### src/rtl/pmu_pkg.sv
// Shared PMU definitions: quota regulator state encoding and minimum period.
package pmu_pkg;

    typedef enum logic [1:0] {
        IDLE     = 2'd0,
        REFILL   = 2'd1,
        RUN      = 2'd2,
        THROTTLE = 2'd3
    } quota_reg_state_t;

    // Shortest period the regulator will run; keeps plen-1 from underflowing.
    localparam int unsigned PMU_MIN_PERIOD = 2;

endpackage

### src/rtl/pmu_sat_counter.sv
// Saturating up-counter with clear priority over increment.
// Ports:
//   clk_i  - clock
//   rst_i  - synchronous active-high reset
//   clr_i  - zero the count next cycle (wins over inc_i)
//   inc_i  - increment by one, holding at all-ones
//   cnt_o  - registered count
module pmu_sat_counter #(
    parameter int unsigned WIDTH = 32
) (
    input  logic             clk_i,
    input  logic             rst_i,
    input  logic             clr_i,
    input  logic             inc_i,
    output logic [WIDTH-1:0] cnt_o
);

    logic [WIDTH-1:0] r_cnt;

    always_ff @(posedge clk_i) begin
        if (rst_i || clr_i) begin
            r_cnt <= '0;
        end else if (inc_i && (r_cnt != {WIDTH{1'b1}})) begin
            r_cnt <= r_cnt + WIDTH'(1);
        end
    end

    assign cnt_o = r_cnt;

endmodule

### src/rtl/pmu_quota_regulator.sv
// Per-core budget regulator: splits time into replenishment periods, soft-resets
// the quota unit at each period start, throttles the core after a quota
// interrupt for the rest of the period, and counts overrun periods.
// Ports:
//   clk_i, rst_i      - clock, synchronous active-high reset
//   en_i              - regulation enable
//   period_i          - period length in cycles (clamped to >= 2, latched in REFILL)
//   intr_quota_i      - quota-exceeded interrupt
//   clr_overrun_i     - clear overrun counter
//   quota_softrst_o   - soft reset to quota unit (IDLE and REFILL)
//   stall_o           - throttle request
//   intr_overrun_o    - one-cycle pulse per overrun period
//   overrun_cnt_o     - saturating overrun period count
//   timer_o           - cycle index within current period
module pmu_quota_regulator
    import pmu_pkg::*;
#(
    parameter int unsigned REG_WIDTH = 32
) (
    input  logic                 clk_i,
    input  logic                 rst_i,
    input  logic                 en_i,
    input  logic [REG_WIDTH-1:0] period_i,
    input  logic                 intr_quota_i,
    input  logic                 clr_overrun_i,
    output logic                 quota_softrst_o,
    output logic                 stall_o,
    output logic                 intr_overrun_o,
    output logic [REG_WIDTH-1:0] overrun_cnt_o,
    output logic [REG_WIDTH-1:0] timer_o
);

    localparam logic [REG_WIDTH-1:0] MIN_PERIOD = REG_WIDTH'(PMU_MIN_PERIOD);

    quota_reg_state_t     r_state;
    quota_reg_state_t     w_state_nxt;
    logic [REG_WIDTH-1:0] r_plen;
    logic [REG_WIDTH-1:0] r_timer;
    logic                 r_softrst;
    logic                 r_stall;
    logic                 r_intr_overrun;
    logic [REG_WIDTH-1:0] w_period_clamped;
    logic                 w_period_end;
    logic                 w_overrun_evt;
    logic                 w_in_period;

    assign w_period_clamped = (period_i < MIN_PERIOD) ? MIN_PERIOD : period_i;
    assign w_in_period      = (r_state == RUN) || (r_state == THROTTLE);
    // r_plen >= 2 whenever a period is running, so plen-1 cannot wrap.
    assign w_period_end     = w_in_period && (r_timer == (r_plen - REG_WIDTH'(1)));

    // Next-state and overrun event decode.
    always_comb begin
        w_state_nxt   = r_state;
        w_overrun_evt = 1'b0;
        if (!en_i) begin
            w_state_nxt = IDLE;
        end else begin
            unique case (r_state)
                IDLE:   w_state_nxt = REFILL;
                REFILL: w_state_nxt = RUN;
                RUN: begin
                    // Overrun is counted even when it lands on the last cycle.
                    w_overrun_evt = intr_quota_i;
                    if (w_period_end) begin
                        w_state_nxt = REFILL;
                    end else if (intr_quota_i) begin
                        w_state_nxt = THROTTLE;
                    end
                end
                THROTTLE: begin
                    if (w_period_end) begin
                        w_state_nxt = REFILL;
                    end
                end
                default: w_state_nxt = IDLE;
            endcase
        end
    end

    // State, period latch, timer and registered outputs derived from next state.
    always_ff @(posedge clk_i) begin
        if (rst_i) begin
            r_state        <= IDLE;
            r_plen         <= MIN_PERIOD;
            r_timer        <= '0;
            r_softrst      <= 1'b0;
            r_stall        <= 1'b0;
            r_intr_overrun <= 1'b0;
        end else begin
            r_state <= w_state_nxt;
            if (r_state == REFILL) begin
                r_plen <= w_period_clamped;
            end
            if ((w_state_nxt == RUN) || (w_state_nxt == THROTTLE)) begin
                r_timer <= r_timer + REG_WIDTH'(1);
            end else begin
                r_timer <= '0;
            end
            r_softrst      <= (w_state_nxt == IDLE) || (w_state_nxt == REFILL);
            r_stall        <= (w_state_nxt == THROTTLE);
            r_intr_overrun <= w_overrun_evt;
        end
    end

    pmu_sat_counter #(
        .WIDTH (REG_WIDTH)
    ) u_overrun_cnt (
        .clk_i (clk_i),
        .rst_i (rst_i),
        .clr_i (clr_overrun_i),
        .inc_i (w_overrun_evt),
        .cnt_o (overrun_cnt_o)
    );

    assign quota_softrst_o = r_softrst;
    assign stall_o         = r_stall;
    assign intr_overrun_o  = r_intr_overrun;
    assign timer_o         = r_timer;

endmodule

### config.mk
export PLATFORM = sky130hd
export DESIGN_NAME = pmu_quota_regulator
export DESIGN_NICKNAME = d
export VERILOG_FILES = /design/src/rtl/pmu_pkg.sv /design/src/rtl/pmu_sat_counter.sv /design/src/rtl/pmu_quota_regulator.sv
export SDC_FILE = /design/constraint.sdc
export NUM_CORES = 1
export LEC_CHECK = 0
export ABC_CLOCK_PERIOD_IN_PS = 9100
export BUFFER_PORTS_ARGS = -buffer_cell sky130_fd_sc_hd__clkbuf_2
export CAP_MARGIN = 10
export CORE_MARGIN = 1
export CORE_UTILIZATION = 60
export DETAILED_ROUTE_END_ITERATION = 10
export GPL_TIMING_DRIVEN = 0
export PLACE_DENSITY = 0.88
export SLEW_MARGIN = 20
export SYNTH_ARGS = -nofsm -noshare
export SYNTH_HDL_FRONTEND = slang
export SYNTH_SLANG_ARGS = --single-unit
export TNS_END_PERCENT = 50
### constraint.sdc
create_clock -name clk_i -period 9.1 [get_ports clk_i]
set_input_delay 1.365 -clock clk_i [delete_from_list [all_inputs] [get_ports clk_i]]
set_output_delay 1.365 -clock clk_i [all_outputs]
set_load 0.05 [all_outputs]
==> metrics.txt, run 1 <==
final-report max-slew violation count 0; gr ovfl total 0; fin nets 823; CP endpoint kind flip-flop; Num CTS Buffers 9; sequential area share after synthesis 0.3753; post-synth cell types 55; Die Height 96.76 um; Final Skew 12.60 ps; CP startpoint kind flip-flop; ys async rst share 0; worst slew pin tran just over 900 ps; unrepaired setup endpoints after global routing no; setup bufs post-CTS 0; slew margin rel. 0.3915; clk sinks ~100; Hold Path Class reg -> reg; Req. time, crit path 9330 ps; drt first pass iters 4; Pleak approximately 2.3 nW; Post-Syn Area about 0.0054 sq mm; Clk pin slew, worst setup/hold paths 110 ps; Total GRT Usage 0.2902; largest net degree at the start of global routing 19; CTS Hold Bufs 0; DRC marker count from the first detailed-route iteration around 200; CTS H-tree depth 3; Crit path max-delay family simple AND/OR/NAND/NOR gates; die width 96.76 um; Critical Path, Cell by Cell inv_1 -> ha_1 -> nor3b_2 -> nand3_1 -> nor4_1 -> xnor2_1 -> a2111o_1 -> or4_4 -> nor3_4 -> buf_6 -> nor3_2; FF+latch count, synth a little over 100; via count about 5.2k; main flop type after synthesis dfxtp_1; run status finished, final reports clean; Crit-path slowest cell or4_4; Avg WL per Cell between 10 and 15 um; CTS tree done; # diodes 0; critical path peak fanout 10; global-route wire length before repair 22430 um; worst setup path category reg -> reg; Antenna Nets Post-Route 0; warnings from Yosys 0; minimum clock period 3671 ps; DIE AREA 0.009363 sq mm; syn nets between 700 and 800; mean post-synth cell area a little over 8 sq um; critical path arrival roughly 4000 ps; root buf cell clkbuf_8; port bufs 102; CP peak stage delay 540 ps; row cnt 34; number of global-route vias before repair 4905; VDD IR max between 100 and 150 uV; final core occ 0.7152; buffers plus inverters on the worst setup path 2; MaxCap Viol Count 0; initial antenna violation count 0; Initial Util 0.6178; fin crit share 0.4034; clk_lat worst skew roughly 370 ps; vias per cell ~5.8; share of cells above drive strength 1 0.1840; FF-to-FF setup slack 5430 ps; final wirelength about 13000 um; Cell Pwr Density between 100 and 150 mW/mm^2; hold violation count in the final report 0; global placer's final weighted congestion roughly 0.87; cts repair resizes 0; maximum root-to-sink buffer count 2; endpoints failing setup 0; final setup TNS 0 ps; Residual DRC 0; Mapped Cells between 600 and 700; core area 0.008721 sq mm; detailed placement HPWL around 10000 um; Post-synth EDFFs 0; Achievable Freq 272.4 MHz; synth-to-layout area growth 15.77%; I/O Pins 104
## cell usage after synthesis (2+ instances only)
| cell type | count | share of area |
|---|---|---|
| o211ai_1 | 3 | 0.0042 |
| a21oi_1 | 38 | 0.035 |
| mux2i_1 | 2 | 0.0037 |
| buf_6 | 3 | 0.0063 |
| and3_1 | 10 | 0.012 |
| o31a_1 | 2 | 0.0033 |
| nor3_2 | 11 | 0.020 |
| inv_1 | 16 | 0.011 |
| or4_1 | 4 | 0.0056 |
| clkbuf_1 | 24 | 0.017 |
| o21ai_1 | 3 | 0.0028 |
| nor3_1 | 38 | 0.035 |
| nand2_1 | 90 | 0.063 |
| a211oi_1 | 2 | 0.0028 |
| nand2b_1 | 4 | 0.0046 |
| nor3b_1 | 3 | 0.0042 |
| dfxtp_1 | 101 | 0.38 |
| and2_1 | 6 | 0.0070 |
| nand3_1 | 37 | 0.034 |
| nor2b_1 | 4 | 0.0046 |
| or4_4 | 3 | 0.0063 |
| xnor2_1 | 54 | 0.088 |
| a21o_1 | 3 | 0.0042 |
| nand3b_1 | 2 | 0.0028 |
| nor4_1 | 18 | 0.021 |
| a31oi_1 | 3 | 0.0035 |
| xor2_1 | 44 | 0.072 |
| and4_1 | 5 | 0.0081 |
| nor2_1 | 69 | 0.048 |
| a211o_1 | 2 | 0.0033 |
| o21ai_0 | 10 | 0.0093 |
| nand4_1 | 18 | 0.021 |
| o311ai_0 | 2 | 0.0033 |
| ha_1 | 3 | 0.0070 |
| or2_2 | 3 | 0.0035 |
| or3_1 | 11 | 0.013 |
## logic make-up (layout without fill, tap and decap cells)
family,Yosys count,after routing,synth area share
and+or+nand+nor,342,342,0.3277
DFF,101,101,0.3753
xor gates and xnor gates,98,98,0.1593
AOI/OAI and AO/OA,79,79,0.08988
buffers and inverters,44,162,0.03507
adders and majority gates,3,3,0.006968
muxes,3,3,0.005806
## registers in the layout, summed over array words and instances (netlist names)
name                 count
quota_softrst_o          1
r_plen                  32
intr_overrun_o           1
timer_o                 32
stall_o                  1
u_overrun_cnt.cnt_o     32
r_state                  2
## final cells by class
| cell class | instances | area (sq um) |
|---|---|---|
| Inverter | 16 | 60.06 |
| Timing Repair Buffer | 102 | 510.5 |
| Tap cell | 108 | 135.1 |
| Clock buffer | 10 | 137.6 |
| Multi-Input combinational cell | 525 | 3189 |
| Fill cell | 695 | 2484 |
| Sequential cell | 101 | 2022 |
| Clock inverter | 6 | 53.80 |
| Buffer | 28 | 128.9 |
## per-layer routing
metal  GRT usage  wire [um]  up-vias
met5           0          0        -
met2      0.5152       6724      178
met3     0.06142        836       25
met1      0.3404       5538     2437
li1            -          -     2562
met4      0.1125        285        0
## placed cells by master, fill, tap and decap left out, types with 6 or more instances in the layout
cell type    n
clkbuf_2   102
nor3_2      11
nand2_1     90
o21ai_0     10
nor3_1      38
nor2_1      69
dfxtp_1    101
xnor2_1     54
nand3_1     37
and3_1      10
a21oi_1     38
and2_1       6
nand4_1     18
clkbuf_1    24
nor4_1      16
inv_1       16
or3_1       11
xor2_1      44
clkbuf_8    10
## final timing paths
kind | cells past startpoint | start | endpoint
worst min-delay path | 2 | r_plen[31] | r_plen[31]
worst max-delay path | 11 | r_plen[0] | timer_o[5]
worst min register to register | 2 | r_plen[31] | r_plen[31]
worst max register to register | 11 | r_plen[0] | timer_o[5]
## stage by stage
stage	power (mW)	instance area, sq um	hold slack [ps]	std cells	setup slack (ps)
finish	0.8411	6237	497.1	896	5429
global placement	0.5655	6033	465.4	880	5584
floorplan	0.5385	5388	448.1	670	5958
global route	0.8739	6237	538.2	896	5229
CTS	0.8440	6237	498.8	896	5421
detailed placement	0.5683	6046	485.4	880	5425
## worst reg2reg max path, stage by stage (launching register included)
cell and delay [ps]:
dfxtp_1 390, inv_1 90, ha_1 180, nor3b_2 340
nand3_1 380, nor4_1 450, xnor2_1 130, a2111o_1 370
or4_4 540, nor3_4 350, buf_6 240, nor3_2 70
## report_power, final
part / switching [mW] / internal, mW / leakage (nW)
clock network: 0.169 / 0.112 / 0.100
logic: 0.0605 / 0.0400 / 1.39
registers: 0.0102 / 0.450 / 0.817
Note: power is estimated with default switching activity, not from simulation.
==> inputs of run 2 (changes only) <==
--- a/config.mk
+++ b/config.mk
@@ -5,14 +5,15 @@
 export SDC_FILE = /design/constraint.sdc
 export NUM_CORES = 1
 export LEC_CHECK = 0
-export ABC_CLOCK_PERIOD_IN_PS = 9100
+export ABC_AREA = 1
+export ABC_CLOCK_PERIOD_IN_PS = 3380
 export BUFFER_PORTS_ARGS = -buffer_cell sky130_fd_sc_hd__clkbuf_2
 export CAP_MARGIN = 10
 export CORE_MARGIN = 1
-export CORE_UTILIZATION = 60
+export CORE_UTILIZATION = 57
 export DETAILED_ROUTE_END_ITERATION = 10
 export GPL_TIMING_DRIVEN = 0
-export PLACE_DENSITY = 0.88
+export PLACE_DENSITY = 0.83
 export SLEW_MARGIN = 20
 export SYNTH_ARGS = -nofsm -noshare
 export SYNTH_HDL_FRONTEND = slang
==> constraint.sdc (replaced) <==
create_clock -name clk_i -period 3.38 [get_ports clk_i]
set_input_delay 0.507 -clock clk_i [delete_from_list [all_inputs] [get_ports clk_i]]
set_output_delay 0.507 -clock clk_i [all_outputs]
set_load 0.05 [all_outputs]
==> run 2 against run 1 <==
Largest cell class unchanged. Sequential share of layout area is 3.0 points lower. Highest routed layer unchanged. Synthesized cell count is 37% higher. Count of clock-buffer cells in the layout is 2 higher. Critical endpoint is now timer_o[27]. Global-route usage is 0.93 points higher. Clock power grew to 2.7 times the previous value.
==> metrics.txt, run 2 <==
Residual DRC 0 (unchanged); CTS H-tree depth 3 (unchanged); main flop type after synthesis dfxtp_1 (unchanged); ys async rst share 0 (unchanged); final setup TNS 0 ps (unchanged); run status finished, final reports clean (unchanged); sequential area share after synthesis 0.3373 (was 0.3753); # diodes 0 (unchanged); Req. time, crit path 3650 ps (was 9330 ps); DRC marker count from the first detailed-route iteration 383 (was 203); Post-synth EDFFs 0 (unchanged); Initial Util 0.5833 (was 0.6178); number of global-route vias before repair 5758 (was 4905); warnings from Yosys 0 (unchanged); Pleak 2.974 nW (was 2.306 nW); FF+latch count, synth 101 (unchanged); Post-Syn Area 0.005994 sq mm (was 0.005388 sq mm); critical path arrival 2840 ps (was 3900 ps); CP endpoint kind flip-flop (unchanged); I/O Pins 104 (unchanged); Most common cell on crit path nand2_1; initial antenna violation count 0 (unchanged); global placer's final weighted congestion 0.9547 (was 0.8653); VDD IR max 279.6 uV (was 108.9 uV); setup bufs post-CTS 0 (unchanged); post-synth cell types 38 (was 55); syn nets 956 (was 710); clk sinks 101 (unchanged); Critical Path, Cell by Cell inv_1 -> ha_1 -> nand2_2 -> nor2_2 -> nand2_1 -> o21ai_1 -> nand2_1 -> nand2_1 -> nand2_1 -> nor2_1 -> nand2_1 -> nor2_2 -> nand3_2 -> nand3_4 -> buf_6 -> nor2_1 (was inv_1 -> ha_1 -> nor3b_2 -> nand3_1 -> nor4_1 -> xnor2_1 -> a2111o_1 -> or4_4 -> nor3_4 -> buf_6 -> nor3_2); CP startpoint kind flip-flop (unchanged); MaxCap Viol Count 0 (unchanged); final wirelength 15640 um (was 13390 um); Post-Layout Cell Count 1171 (was 896); final-report max-slew violation count 0 (unchanged); Total GRT Usage 0.2995 (was 0.2902); slew margin rel. 0.6068 (was 0.3915); minimum clock period 2564 ps (was 3671 ps); Die Height 104.6 um (was 96.76 um); hold violation count in the final report 0 (unchanged); synth-to-layout area growth 14.55% (was 15.77%); most frequent cells after synthesis nand2_1 (183), inv_1 (142), nor2_1 (141) (was dfxtp_1 (101), nand2_1 (90), nor2_1 (69)); largest area contributor in the netlist dfxtp_1 (unchanged); most frequent cells in the layout nand2_1 (183), inv_1 (142), nor2_1 (141) (was clkbuf_2 (102), dfxtp_1 (101), nand2_1 (90)); Achievable Freq 390.0 MHz (was 272.4 MHz); cts repair resizes 0 (unchanged); Cell Pwr Density 344.8 mW/mm^2 (was 134.9 mW/mm^2); DIE AREA 0.01093 sq mm (was 0.009363 sq mm); die width 104.6 um (was 96.76 um); CTS tree done (unchanged); share of cells above drive strength 1 0.1469 (was 0.1840); maximum root-to-sink buffer count 2 (unchanged); port bufs 103 (was 102); placed cells 1155 (was 880); row cnt 37 (was 34); Power, Total 2.368 mW (was 0.8411 mW); Crit-path slowest cell dfxtp_1 (was or4_4); CTS Hold Bufs 0 (unchanged); unrepaired setup endpoints after global routing no (unchanged); root buf cell clkbuf_8 (unchanged); Hold Path Class in -> reg (was reg -> reg); critical path peak fanout 10 (unchanged); via count 6223 (was 5202); cells taking the most area after synthesis dfxtp_1 (34%), nand2_1 (11%), inv_1 (8.9%) (was dfxtp_1 (38%), xnor2_1 (8.8%), xor2_1 (7.2%)); mean post-synth cell area 6.544 sq um (was 8.041 sq um); core area 0.01028 sq mm (was 0.008721 sq mm); vias per cell 5.314 (was 5.806); clk_lat worst skew 390 ps (was 370 ps); fin crit share 0.7586 (was 0.4034); Final Skew 17.82 ps (was 12.60 ps); Avg WL per Cell 13.35 um (was 14.94 um); worst setup path category reg -> reg (unchanged); gr ovfl total 0 (unchanged); global-route wire length before repair 26490 um (was 22430 um); endpoints failing setup 0 (unchanged); commonest non-fill, non-tap cell in the layout nand2_1 (was clkbuf_2); fin nets 1070 (was 823); drt first pass iters 7 (was 4); Clk pin slew, worst setup/hold paths 100 ps (was 110 ps); worst slew pin tran 585.4 ps (was 905.3 ps); count leader, synth nand2_1 (was dfxtp_1); Num CTS Buffers 9 (unchanged); top-area cell type share of the netlist area 0.3373 (was 0.3753); Antenna Nets Post-Route 0 (unchanged); CP peak stage delay 330 ps (was 540 ps); Mapped Cells 916 (was 670); detailed placement HPWL 12220 um (was 10370 um); largest net degree at the start of global routing 17 (was 19)
-- run 2: worst max-delay path, delay by kind of cell, from the launching register on --
kind,cells,cell delay (ps)
adders and majority gates,1,210
DFF,1,330
AOI/OAI and AO/OA,1,210
and+or+nand+nor,12,1430
buffers and inverters,2,270
-- run 2: worst paths after layout --
kind | cells past startpoint | slack (ps) | end | startpoint
setup / recovery | 16 | 820 | timer_o[27] | r_plen[0]
hold / removal | 3 | 360 | r_plen[12] | period_i[12]
setup reg to reg | 16 | 820 | timer_o[27] | r_plen[0]
hold reg to reg | 1 | 490 | u_overrun_cnt.cnt_o[16] | u_overrun_cnt.cnt_o[15]
-- run 2: through the flow --
step                  util  instance area, sq um  hold WS [ps]  setup slack, ps
global placement    0.6500                  6680         472.0            942.2
floorplan                -                  5995         470.9            879.7
global route        0.6681                  6867         355.8            556.2
detailed placement  0.6500                  6680         472.6            915.9
CTS                 0.6681                  6867         356.2            850.8
finish              0.6681                  6867         360.9            815.8
-- run 2: cells by family after synthesis --
logic type | after synthesis | synth area share
AOI/OAI and AO/OA | 105 | 0.09643
buffers and inverters | 162 | 0.1071
and+or+nand+nor | 481 | 0.3594
adders and majority gates | 3 | 0.006262
xor gates and xnor gates | 64 | 0.09351
DFF | 101 | 0.3373
-- run 2: area by class of cell --
cell class              instances  area (sq um)
inverters                     145         544.3
fillers                       991          3411
well taps                     136         170.2
multi-input cells             653          3331
clock buffers                  12         155.1
flip-flops and latches        101          2022
plain buffers                  17         97.59
repair buffers                103         515.5
clock inverters                 4         31.28
-- run 2: where the power goes --
part,switching (mW),internal (mW),total (mW)
clock,0.436,0.313,0.749
combinational,0.237,0.124,0.361
sequential,0.0387,1.22,1.26
-- run 2: layer usage --
layer | up-vias | global-route usage | share of wire
li1 | 3148 | - | -
met1 | 2836 | 0.3886 | 0.45
met2 | 206 | 0.4972 | 0.46
met3 | 33 | 0.05178 | 0.059
met4 | 0 | 0.1102 | 0.024
met5 | - | 0 | 0
